$ cat config.mk
export PLATFORM = sky130hd
export DESIGN_NAME = data_queue
export DESIGN_NICKNAME = d
export VERILOG_FILES = /design/src/rtl/data_queue.sv
export SDC_FILE = /design/constraint.sdc
export NUM_CORES = 1
export LEC_CHECK = 0
export ABC_AREA = 1
export ABC_CLOCK_PERIOD_IN_PS = 3500
export BUFFER_PORTS_ARGS = -buffer_cell sky130_fd_sc_hd__clkbuf_2
export CAP_MARGIN = 20
export CORE_UTILIZATION = 35
export CTS_BUF_LIST = sky130_fd_sc_hd__clkbuf_4 sky130_fd_sc_hd__clkbuf_8 sky130_fd_sc_hd__clkbuf_16
export DETAILED_ROUTE_END_ITERATION = 6
export SYNTH_ARGS = -nofsm -noshare
export SYNTH_HDL_FRONTEND = slang
export SYNTH_SLANG_ARGS = --single-unit
$ cat constraint.sdc
create_clock -name clk_i -period 3.5 [get_ports clk_i]
set_clock_uncertainty 0.05 [all_clocks]
set_input_delay 0 -clock clk_i [delete_from_list [all_inputs] [get_ports clk_i]]
set_output_delay 0 -clock clk_i [all_outputs]
set_load 0.03 [all_outputs]
$ cat src/rtl/data_queue.sv
// Circular-buffer word queue between the number generators and the display stage.
// Enqueues on a write strobe; dequeues one word per rising edge of the slow clock level.
module data_queue #(
  parameter int unsigned DEPTH = 8,
  parameter int unsigned WIDTH = 16
) (
  input  logic                     clk_i,
  input  logic                     rst_ni,
  input  logic [WIDTH-1:0]         data_in_i,
  input  logic                     enq_i,
  input  logic                     clk_slow_i,
  output logic [WIDTH-1:0]         data_2_o,
  output logic [$clog2(DEPTH):0]   len_o,
  output logic                     full_o,
  output logic                     empty_o,
  output logic                     ovf_o
);

  localparam int unsigned AW = $clog2(DEPTH);
  localparam int unsigned LW = AW + 1;

  logic [WIDTH-1:0] mem_q [DEPTH];
  logic [AW-1:0]    wr_ptr_q, wr_ptr_d;
  logic [AW-1:0]    rd_ptr_q, rd_ptr_d;
  logic [LW-1:0]    len_q, len_d;
  logic [WIDTH-1:0] data_2_q, data_2_d;
  logic             ovf_q, ovf_d;
  logic             clk_slow_q;
  logic             deq_tick;
  logic             wr_en, rd_en;
  logic             full, empty;

  assign full     = (len_q == LW'(DEPTH));
  assign empty    = (len_q == '0);
  assign deq_tick = clk_slow_i & ~clk_slow_q;
  // A tick on a full queue frees a slot on the same edge, so the write may proceed.
  assign wr_en    = enq_i & (~full | deq_tick);
  assign rd_en    = deq_tick & ~empty;

  always_comb begin
    wr_ptr_d = wr_ptr_q;
    rd_ptr_d = rd_ptr_q;
    len_d    = len_q;
    data_2_d = data_2_q;
    ovf_d    = ovf_q;
    if (wr_en) begin
      wr_ptr_d = wr_ptr_q + AW'(1);
    end
    if (rd_en) begin
      rd_ptr_d = rd_ptr_q + AW'(1);
      data_2_d = mem_q[rd_ptr_q];
    end
    unique case ({wr_en, rd_en})
      2'b10:   len_d = len_q + LW'(1);
      2'b01:   len_d = len_q - LW'(1);
      default: len_d = len_q;
    endcase
    if (enq_i && !wr_en) begin
      ovf_d = 1'b1;
    end
  end

  always_ff @(posedge clk_i or negedge rst_ni) begin
    if (!rst_ni) begin
      wr_ptr_q   <= '0;
      rd_ptr_q   <= '0;
      len_q      <= '0;
      data_2_q   <= '0;
      ovf_q      <= 1'b0;
      clk_slow_q <= 1'b0;
    end else begin
      wr_ptr_q   <= wr_ptr_d;
      rd_ptr_q   <= rd_ptr_d;
      len_q      <= len_d;
      data_2_q   <= data_2_d;
      ovf_q      <= ovf_d;
      clk_slow_q <= clk_slow_i;
    end
  end

  // Storage is not reset; the pointers and len define which entries are live.
  always_ff @(posedge clk_i) begin
    if (wr_en) begin
      mem_q[wr_ptr_q] <= data_in_i;
    end
  end

  assign data_2_o = data_2_q;
  assign len_o    = len_q;
  assign full_o   = full;
  assign empty_o  = empty;
  assign ovf_o    = ovf_q;

endmodule

==> results of run 1 <==
==> per-layer routing <==
metal / vias up / track usage / routed length [um]
li1: 2199 / - / -
met1: 2033 / 0.205 / 6610
met2: 117 / 0.244 / 6600
met3: 15 / 0.0431 / 799
met4: 0 / 0.0521 / 126
met5: - / 0 / 0
==> how the worst max path moves through the flow <==
stage	from	end	cells after the start
final	len_o[1]	len_o[3]	13
after global routing	len_o[0]	len_o[3]	13
after CTS	len_o[1]	len_o[3]	13
after detailed placement	len_o[1]	len_o[3]	13
after global placement	len_o[1]	len_o[3]	12
after floorplan	len_o[1]	len_o[3]	12
==> state kept, by name (all words and copies together), names as in the netlist <==
name,flops
mem_q,128
data_2_o,16
len_o,4
rd_ptr_q,3
wr_ptr_q,3
clk_slow_q,1
ovf_o,1
==> kinds of logic after synthesis <==
kind of cell | Yosys count | share of synthesized area
and+or+nand+nor | 337 | 0.211
DFF | 156 | 0.674
buffers and inverters | 139 | 0.0932
adders and majority gates | 6 | 0.0122
AOI/OAI and AO/OA | 5 | 0.00408
xor gates and xnor gates | 4 | 0.00520
==> metrics by stage <==
stage | utilization | std cells | setup slack [ns] | instance area [um^2]
floorplan | - | 647 | 1.17 | 6740
global placement | 0.381 | 908 | 1.22 | 7150
detailed placement | 0.382 | 909 | 1.18 | 7180
CTS | 0.427 | 960 | 1.16 | 8020
global route | 0.427 | 960 | 0.993 | 8020
finish | 0.427 | 960 | 1.14 | 8020
==> synthesized netlist by cell type, drive strengths merged <==
| cell | count | area, um^2 |
|---|---|---|
| o21ai | 4 | 20.0 |
| ha | 5 | 62.6 |
| nand3 | 101 | 516 |
| or2 | 1 | 6.26 |
| dfrtp | 28 | 701 |
| nor4 | 1 | 6.26 |
| o21bai | 1 | 7.51 |
| edfxtp | 128 | 3840 |
| clkinv | 1 | 3.75 |
| fa | 1 | 20.0 |
| clkbuf | 1 | 3.75 |
| xor2 | 2 | 17.5 |
| nand2 | 222 | 838 |
| nand4 | 1 | 6.26 |
| inv | 111 | 417 |
| buf | 26 | 204 |
| xnor2 | 2 | 17.5 |
| nor2 | 11 | 51.3 |
==> power by group through the flow <==
stage | combinational [mW] | clock, mW | sequential, mW
global placement | 2.09 | 0 | 2.55
CTS | 2.18 | 2.05 | 2.52
detailed placement | 2.15 | 0 | 2.56
finish | 2.15 | 2.02 | 2.52
global route | 2.40 | 2.12 | 2.55
floorplan | 1.38 | 0 | 2.77
==> repair_timing <==
| item | in CTS | in global routing |
|---|---|---|
| hold buffers | 19 | 0 |
| setup endpoints to repair | 0 | 0 |
| endpoints found under the hold margin | 161 | 0 |
| buffers inserted | 0 | 0 |
==> worst register-to-register path: stages (launching register included) <==
cell and delay (ns):
dfrtp_1 0.44, nor2_2 0.17, nand3_2 0.10, inv_2 0.09, nor2_4 0.03, buf_4 0.22, ha_1 0.27, ha_1 0.31
or2_2 0.31, nand2_1 0.08, nand3_1 0.07, nand2_1 0.06, nand2_1 0.05, nand2_1 0.04
==> final cells by class <==
class	instances	area, um^2
Fill cell	1786	10700
Sequential cell	156	4550
Multi-Input combinational cell	352	1590
Timing Repair Buffer	74	518
Clock buffer	21	480
Inverter	112	420
Tap cell	234	293
Clock inverter	11	175
==> flow_summary.json, run 1 <==
{
  "clockBufferDepth": 2,
  "final_cell_mix": "nand2_1 (220), edfxtp_1 (128), inv_1 (108)",
  "leakage_nw": 3.59,
  "setup_violations": 0,
  "seqPwrFrac": 0.376,
  "n_antenna_cell": 0,
  "via_per_inst": 4.55,
  "worst_pin_slew_ns": 0.980,
  "cp-end-kind": "register",
  "drt_iter0_markers": 350,
  "cts_buffers": 17,
  "dr.pass1.iters": 5,
  "critPathMaxFanout": 21,
  "grt_first_pass_wirelength_um": 22600,
  "place.gp.congestion": 0.761,
  "syn2layout_area_growth_pct": 19.0,
  "power_density_nw_per_um2": 834,
  "start_util": 0.359,
  "num_io_pins": 43,
  "clk_latency_ns": 0.42,
  "setup_tns_ns": 0,
  "max_cap_viol_count": 0,
  "mostFrequentLayoutCell": "nand2_1",
  "yosysWarnings": 0,
  "r2r-start": "len_o[1]",
  "hold_violations": 0,
  "vias": 4364,
  "finalWirelength_um": 14100,
  "drive_gt1_frac": 0.145,
  "crit_path_top_delay_cell": "dfrtp_1",
  "crit_chain": "nor2_2, nand3_2, inv_2, nor2_4, buf_4, ha_1, ha_1, or2_2, nand2_1, nand3_1, nand2_1, nand2_1, nand2_1",
  "core-area_um2": 18800,
  "die_w_um": 141,
  "min_period_ns": 2.36,
  "syn_area_per_cell_um2": 10.4,
  "critical_path.max_stage_delay_ns": 0.44,
  "clock.fmax_ghz": 0.425,
  "synth_cell_types": 27,
  "rsz0062_at_grt": "false",
  "crit_type": "reg2reg",
  "cp_top_family": "simple AND/OR/NAND/NOR gates",
  "syn_nets": 673,
  "drc_errors": 0,
  "grt_pass1_vias": 4158,
  "cts_resized": 0,
  "htreeDepth": 4,
  "clkSlewWorstSetupHoldPaths_ns": 0.06,
  "rr_worst_depth": 13,
  "slew_violations": 0,
  "vdd_drop_max_v": 0.000407,
  "status": "finished, final reports clean",
  "crit_top_cell": "nand2_1",
  "syn_inst": 647,
  "cts_tree": "yes",
  "p_switching_mw": 2.40,
  "yosysSeqAreaShare": 0.674,
  "overflow": 0,
  "p_clk_frac": 0.302,
  "reg2reg_to": "len_o[3]",
  "swShare": 0.359,
  "cts_sinks": 156,
  "ff2ff_setup_slack_ns": 1.14,
  "slew_headroom": 0.346,
  "power.total_mw": 6.69,
  "antenna_found_initial": 0,
  "internal_power_mw": 4.29,
  "dpl.hpwl_um": 8290,
  "die_h_um": 141,
  "holdCritPathClass": "in2async",
  "portBuffers": 42,
  "clockRootBuffer": "clkbuf_16",
  "num_rows": 50,
  "p_comb_frac": 0.322,
  "crit_path_start_kind": "register",
  "fin_crit_sh": 0.673,
  "ys_ff_latch": 156,
  "ant_nets": 0,
  "netlist_area_um2": 6740,
  "post_drt_wl_per_cell_um": 14.7,
  "arrival_ns": 2.67,
  "track_usage": 0.155,
  "worstPathRequired_ns": 3.81,
  "critPathBufInv": 2,
  "grt_max_degree": 66,
  "holdWs_ns": 0.184,
  "dieArea_um2": 19800,
  "nets": 739
}
(Power assumes the default switching activity.)
==> run 2, diff against run 1 <==
- ABC_CLOCK_PERIOD_IN_PS: 3500 -> 2250
- clock period: 3.5 -> 2.25 ns (I/O delays scaled with it)
==> run 2 against run 1 <==
Net effect:
- via count rose by 1.6%
- largest cell class unchanged
- highest routed layer unchanged
- sequential share of layout area is 0.35 points lower
- critical path type unchanged
- clock-buffer cell count fell by 1
==> flow_summary.json, run 2 (synthesis results as in run 1) <==
{
  "status": "finished, final reports clean",
  "critPathMaxFanout": 6,
  "crit_type": "reg2reg",
  "dieArea_um2": 19800,
  "drive_gt1_frac": 0.162,
  "die_w_um": 141,
  "start_util": 0.359,
  "grt_pass1_vias": 4239,
  "n_antenna_cell": 0,
  "fin_crit_sh": 0.914,
  "setup_tns_ns": 0,
  "final_cell_mix": "nand2_1 (220), edfxtp_1 (128), inv_1 (108)",
  "met2_usage": 0.242,
  "place.gp.congestion": 0.780,
  "post_drt_wl_per_cell_um": 14.6,
  "clockRootBuffer": "clkbuf_16",
  "num_io_pins": 43,
  "grt_first_pass_wirelength_um": 22800,
  "hold_violations": 0,
  "antenna_found_initial": 0,
  "largest_reg_flops": 128,
  "max_flop_register": "mem_q",
  "syn2layout_area_growth_pct": 19.8,
  "cts_buffers": 17,
  "cts_setup_buffers": 0,
  "arrival_ns": 2.31,
  "via_per_inst": 4.58,
  "drt_iter0_markers": 285,
  "vdd_drop_max_v": 0.000711,
  "met1_usage": 0.212,
  "min_period_ns": 2.06,
  "cts_tree": "yes",
  "max_cap_viol_count": 0,
  "leakage_nw": 3.62,
  "clock.fmax_ghz": 0.486,
  "worst_pin_slew_ns": 0.878,
  "dpl.hpwl_um": 8450,
  "clkSlewWorstSetupHoldPaths_ns": 0.07,
  "htreeDepth": 4,
  "fillers": 1781,
  "num_rows": 50,
  "core-area_um2": 18800,
  "drc_errors": 0,
  "setup_violations": 0,
  "clockBufferDepth": 2,
  "cp-end-kind": "register",
  "rsz0062_at_grt": "false",
  "overflow": 0,
  "top_usage_layer": "met2",
  "vias": 4434,
  "pre_cts_ws_ns": 0.145,
  "worstPathRequired_ns": 2.50,
  "portBuffers": 42,
  "crit_path_start_kind": "register",
  "track_usage": 0.154,
  "nets": 749,
  "mostFrequentLayoutCell": "nand2_1",
  "grt_max_degree": 44,
  "dr.pass1.iters": 4,
  "ant_nets": 0,
  "die_h_um": 141,
  "power_density_nw_per_um2": 1290,
  "use_met3": 0.0343,
  "slew_violations": 0,
  "setup_slack_ns": 0.193,
  "power.total_mw": 10.4,
  "clk_latency_ns": 0.42,
  "slew_headroom": 0.414,
  "finalWirelength_um": 14100,
  "cts_sinks": 156,
  "utilization": 0.430,
  "holdCritPathClass": "in2async"
}
[run 2: what timing repair did]
action                     CTS  global route
hold endpoints to repair   161             0
setup endpoints to repair    0             1
hold buffers                19             0
resized for setup            0             1
[run 2: worst paths after layout]
path,startpoint,cells past startpoint,slack [ns],end
max in group asynchronous,rst_ni,2,1.36,len_o[3]
max,len_o[1],10,0.19,len_o[3]
min,rst_ni,2,0.18,data_2_o[1]
min in group clk_i,clk_slow_i,2,0.25,clk_slow_q
min reg2reg,data_2_o[5],2,0.43,data_2_o[5]
max reg2reg,len_o[1],10,0.19,len_o[3]
[run 2: critical path: stages (launching register included)]
cell and delay (ns):
dfrtp_2 0.44, nor2_2 0.14, nand4_1 0.14, nand2_2 0.15, ha_2 0.23, ha_1 0.25, or2_2 0.31, nand3_1 0.08
nand2_1 0.05, nand2_1 0.05, nand2_1 0.04
[run 2: layout make-up]
type / count / area (um^2) / area share
repair buffers: 84 / 573 / 0.0709
clock inverters: 11 / 181 / 0.0225
flip-flops and latches: 156 / 4550 / 0.563
clock buffers: 20 / 467 / 0.0578
well taps: 234 / 293 / 0.0362
inverters: 112 / 423 / 0.0524
multi-input cells: 352 / 1590 / 0.197
[run 2: metrics by stage]
stage	std cells	hold slack [ns]	cell area, um^2
2_1_floorplan	647	-0.346	6750
3_3_place_gp	919	0.112	7240
3_5_place_dp	919	0.113	7240
4_1_cts	969	0.206	8080
5_1_grt	969	0.234	8080
6_report	969	0.181	8080
[run 2: power breakdown]
part           internal [mW]  switching, mW  total [mW]
registers               3.69          0.237        3.93
logic                   1.03           2.33        3.36
clock network           1.96           1.16        3.12
[run 2: routing by layer]
metal	part of all wire	up-vias
li1	-	2219
met1	0.49	2116
met5	0	-
met2	0.46	86
met4	0.013	0
met3	0.042	13
==> run 3, diff against run 2 <==
--- a/constraint.sdc
+++ b/constraint.sdc
@@ -3,3 +3,3 @@
 set_input_delay 0 -clock clk_i [delete_from_list [all_inputs] [get_ports clk_i]]
 set_output_delay 0 -clock clk_i [all_outputs]
-set_load 0.03 [all_outputs]
+set_load 0.02 [all_outputs]
==> run 3 against run 2 <==
Net effect:
- core utilization decreased by 0.46 points
- sequential cell count unchanged
- sequential power hardly changed
- sequential share of layout area increased by 0.56 points
- final area decreased by 1.1%
- worst hold slack lost 0.0035 ns
- global-route usage barely moved
- critical path type unchanged
==> flow_summary.json, run 3 (synthesis results as in run 1) <==
{
  "max_cap_viol_count": 0,
  "die_h_um": 141,
  "holdCritPathClass": "in2async",
  "nets": 746,
  "grt_max_degree": 66,
  "seqPwrFrac": 0.398,
  "cts_sinks": 156,
  "critical_path.max_stage_delay_ns": 0.44,
  "crit_type": "reg2reg",
  "largest_reg_flops": 128,
  "slew_violations": 0,
  "vias": 4375,
  "stdcell_area_um2": 7990,
  "htreeDepth": 4,
  "core-area_um2": 18800,
  "p_clk_frac": 0.270,
  "cts_tree": "yes",
  "status": "finished, final reports clean",
  "drc_errors": 0,
  "final_cell_mix": "nand2_1 (220), edfxtp_1 (128), inv_1 (108)",
  "die_w_um": 141,
  "antenna_found_initial": 0,
  "crit_chain": "nor2_2, nand3_2, inv_2, nor2_4, ha_2, ha_1, or2_2, nand2_1, nand3_1, nand2_1, nand2_1, nand2_1",
  "track_usage": 0.154,
  "grt_pass1_vias": 4221,
  "finalWirelength_um": 14000,
  "ant_nets": 0,
  "rsz0062_at_grt": "false",
  "setup_tns_ns": 0,
  "mostFrequentLayoutCell": "nand2_1",
  "start_util": 0.359,
  "place.gp.congestion": 0.751,
  "crit_top_cell": "nand2_1",
  "internal_power_mw": 6.28,
  "clock.fmax_ghz": 0.492,
  "critPathMaxFanout": 6,
  "p_switching_mw": 3.51,
  "worstPathRequired_ns": 2.56,
  "power_density_nw_per_um2": 1230,
  "crit_path_start_kind": "register",
  "cp_top_family": "simple AND/OR/NAND/NOR gates",
  "leakage_nw": 3.58,
  "syn2layout_area_growth_pct": 18.5,
  "drt_iter0_markers": 342,
  "via_per_inst": 4.52,
  "num_rows": 50,
  "place_area_um2": 7240,
  "drive_gt1_frac": 0.156,
  "n_antenna_cell": 0,
  "p_comb_frac": 0.331,
  "post_drt_wl_per_cell_um": 14.5,
  "fin_crit_sh": 0.904,
  "slew_headroom": 0.416,
  "portBuffers": 42,
  "crit_path_top_delay_cell": "dfrtp_1",
  "hold_violations": 0,
  "clockRootBuffer": "clkbuf_16",
  "num_io_pins": 43,
  "arrival_ns": 2.34,
  "cts_buffers": 17,
  "dieArea_um2": 19800,
  "clk_latency_ns": 0.42,
  "swShare": 0.359,
  "min_period_ns": 2.03,
  "grt_first_pass_wirelength_um": 22600,
  "vdd_drop_max_v": 0.000557,
  "critPathBufInv": 1,
  "clockBufferDepth": 2,
  "overflow": 0,
  "setup_violations": 0,
  "dpl.hpwl_um": 8110,
  "holdWs_ns": 0.177,
  "cp-end-kind": "register",
  "dr.pass1.iters": 4,
  "clkSlewWorstSetupHoldPaths_ns": 0.06,
  "worst_pin_slew_ns": 0.875,
  "max_flop_register": "mem_q"
}
==> run 3: power by group through the flow <==
| stage | logic, mW | clock network [mW] | registers, mW |
|---|---|---|---|
| after floorplan | 2.14 | 0 | 4.17 |
| after global placement | 3.21 | 0 | 3.95 |
| after detailed placement | 3.24 | 0 | 3.96 |
| after CTS | 3.29 | 2.70 | 3.90 |
| after global routing | 3.69 | 2.82 | 3.96 |
| final | 3.24 | 2.65 | 3.90 |
==> run 3: through the flow <==
| step | power (mW) | std cells | worst slack [ns] | utilization |
|---|---|---|---|---|
| 5_1_grt | 10.5 | 967 | 0.0392 | 0.426 |
| 3_3_place_gp | 7.15 | 915 | 0.159 | 0.386 |
| 4_1_cts | 9.90 | 966 | 0.120 | 0.425 |
| 6_report | 9.79 | 967 | 0.216 | 0.426 |
| 2_1_floorplan | 6.30 | 647 | 0.0132 | - |
| 3_5_place_dp | 7.20 | 915 | 0.136 | 0.386 |
==> run 3: per-layer routing <==
metal / vias to the layer above / share of wire / GRT usage
met5: - / 0 / 0
met4: 0 / 0.013 / 0.0538
met3: 14 / 0.043 / 0.0397
met2: 81 / 0.45 / 0.236
met1: 2064 / 0.49 / 0.212
li1: 2216 / - / -
==> run 3: repair_timing <==
| item | in CTS | in global routing |
|---|---|---|
| hold buffers | 19 | 0 |
| buffers inserted | 0 | 1 |
| hold endpoints to repair | 162 | 0 |
| setup endpoints to repair | 0 | 1 |
| gates resized for setup | 0 | 1 |
==> run 3: area by class of cell <==
type	count	area, um^2
Fill cell	1810	10800
Clock buffer	23	489
Sequential cell	156	4550
Tap cell	234	293
Clock inverter	9	63.8
Multi-Input combinational cell	352	1590
Inverter	112	420
Timing Repair Buffer	81	588
==> run 3: worst paths after layout <==
| path | startpoint | to | slack, ns | cells past startpoint |
|---|---|---|---|---|
| worst min register to register | ovf_o | ovf_o | 0.42 | 1 |
| worst max register to register | len_o[1] | len_o[3] | 0.22 | 12 |
| worst max-delay path | len_o[1] | len_o[3] | 0.22 | 12 |
| max in group asynchronous | rst_ni | rd_ptr_q[0] | 1.38 | 2 |
| worst min-delay path | rst_ni | len_o[1] | 0.18 | 2 |
| min in group clk_i | clk_slow_i | clk_slow_q | 0.24 | 2 |
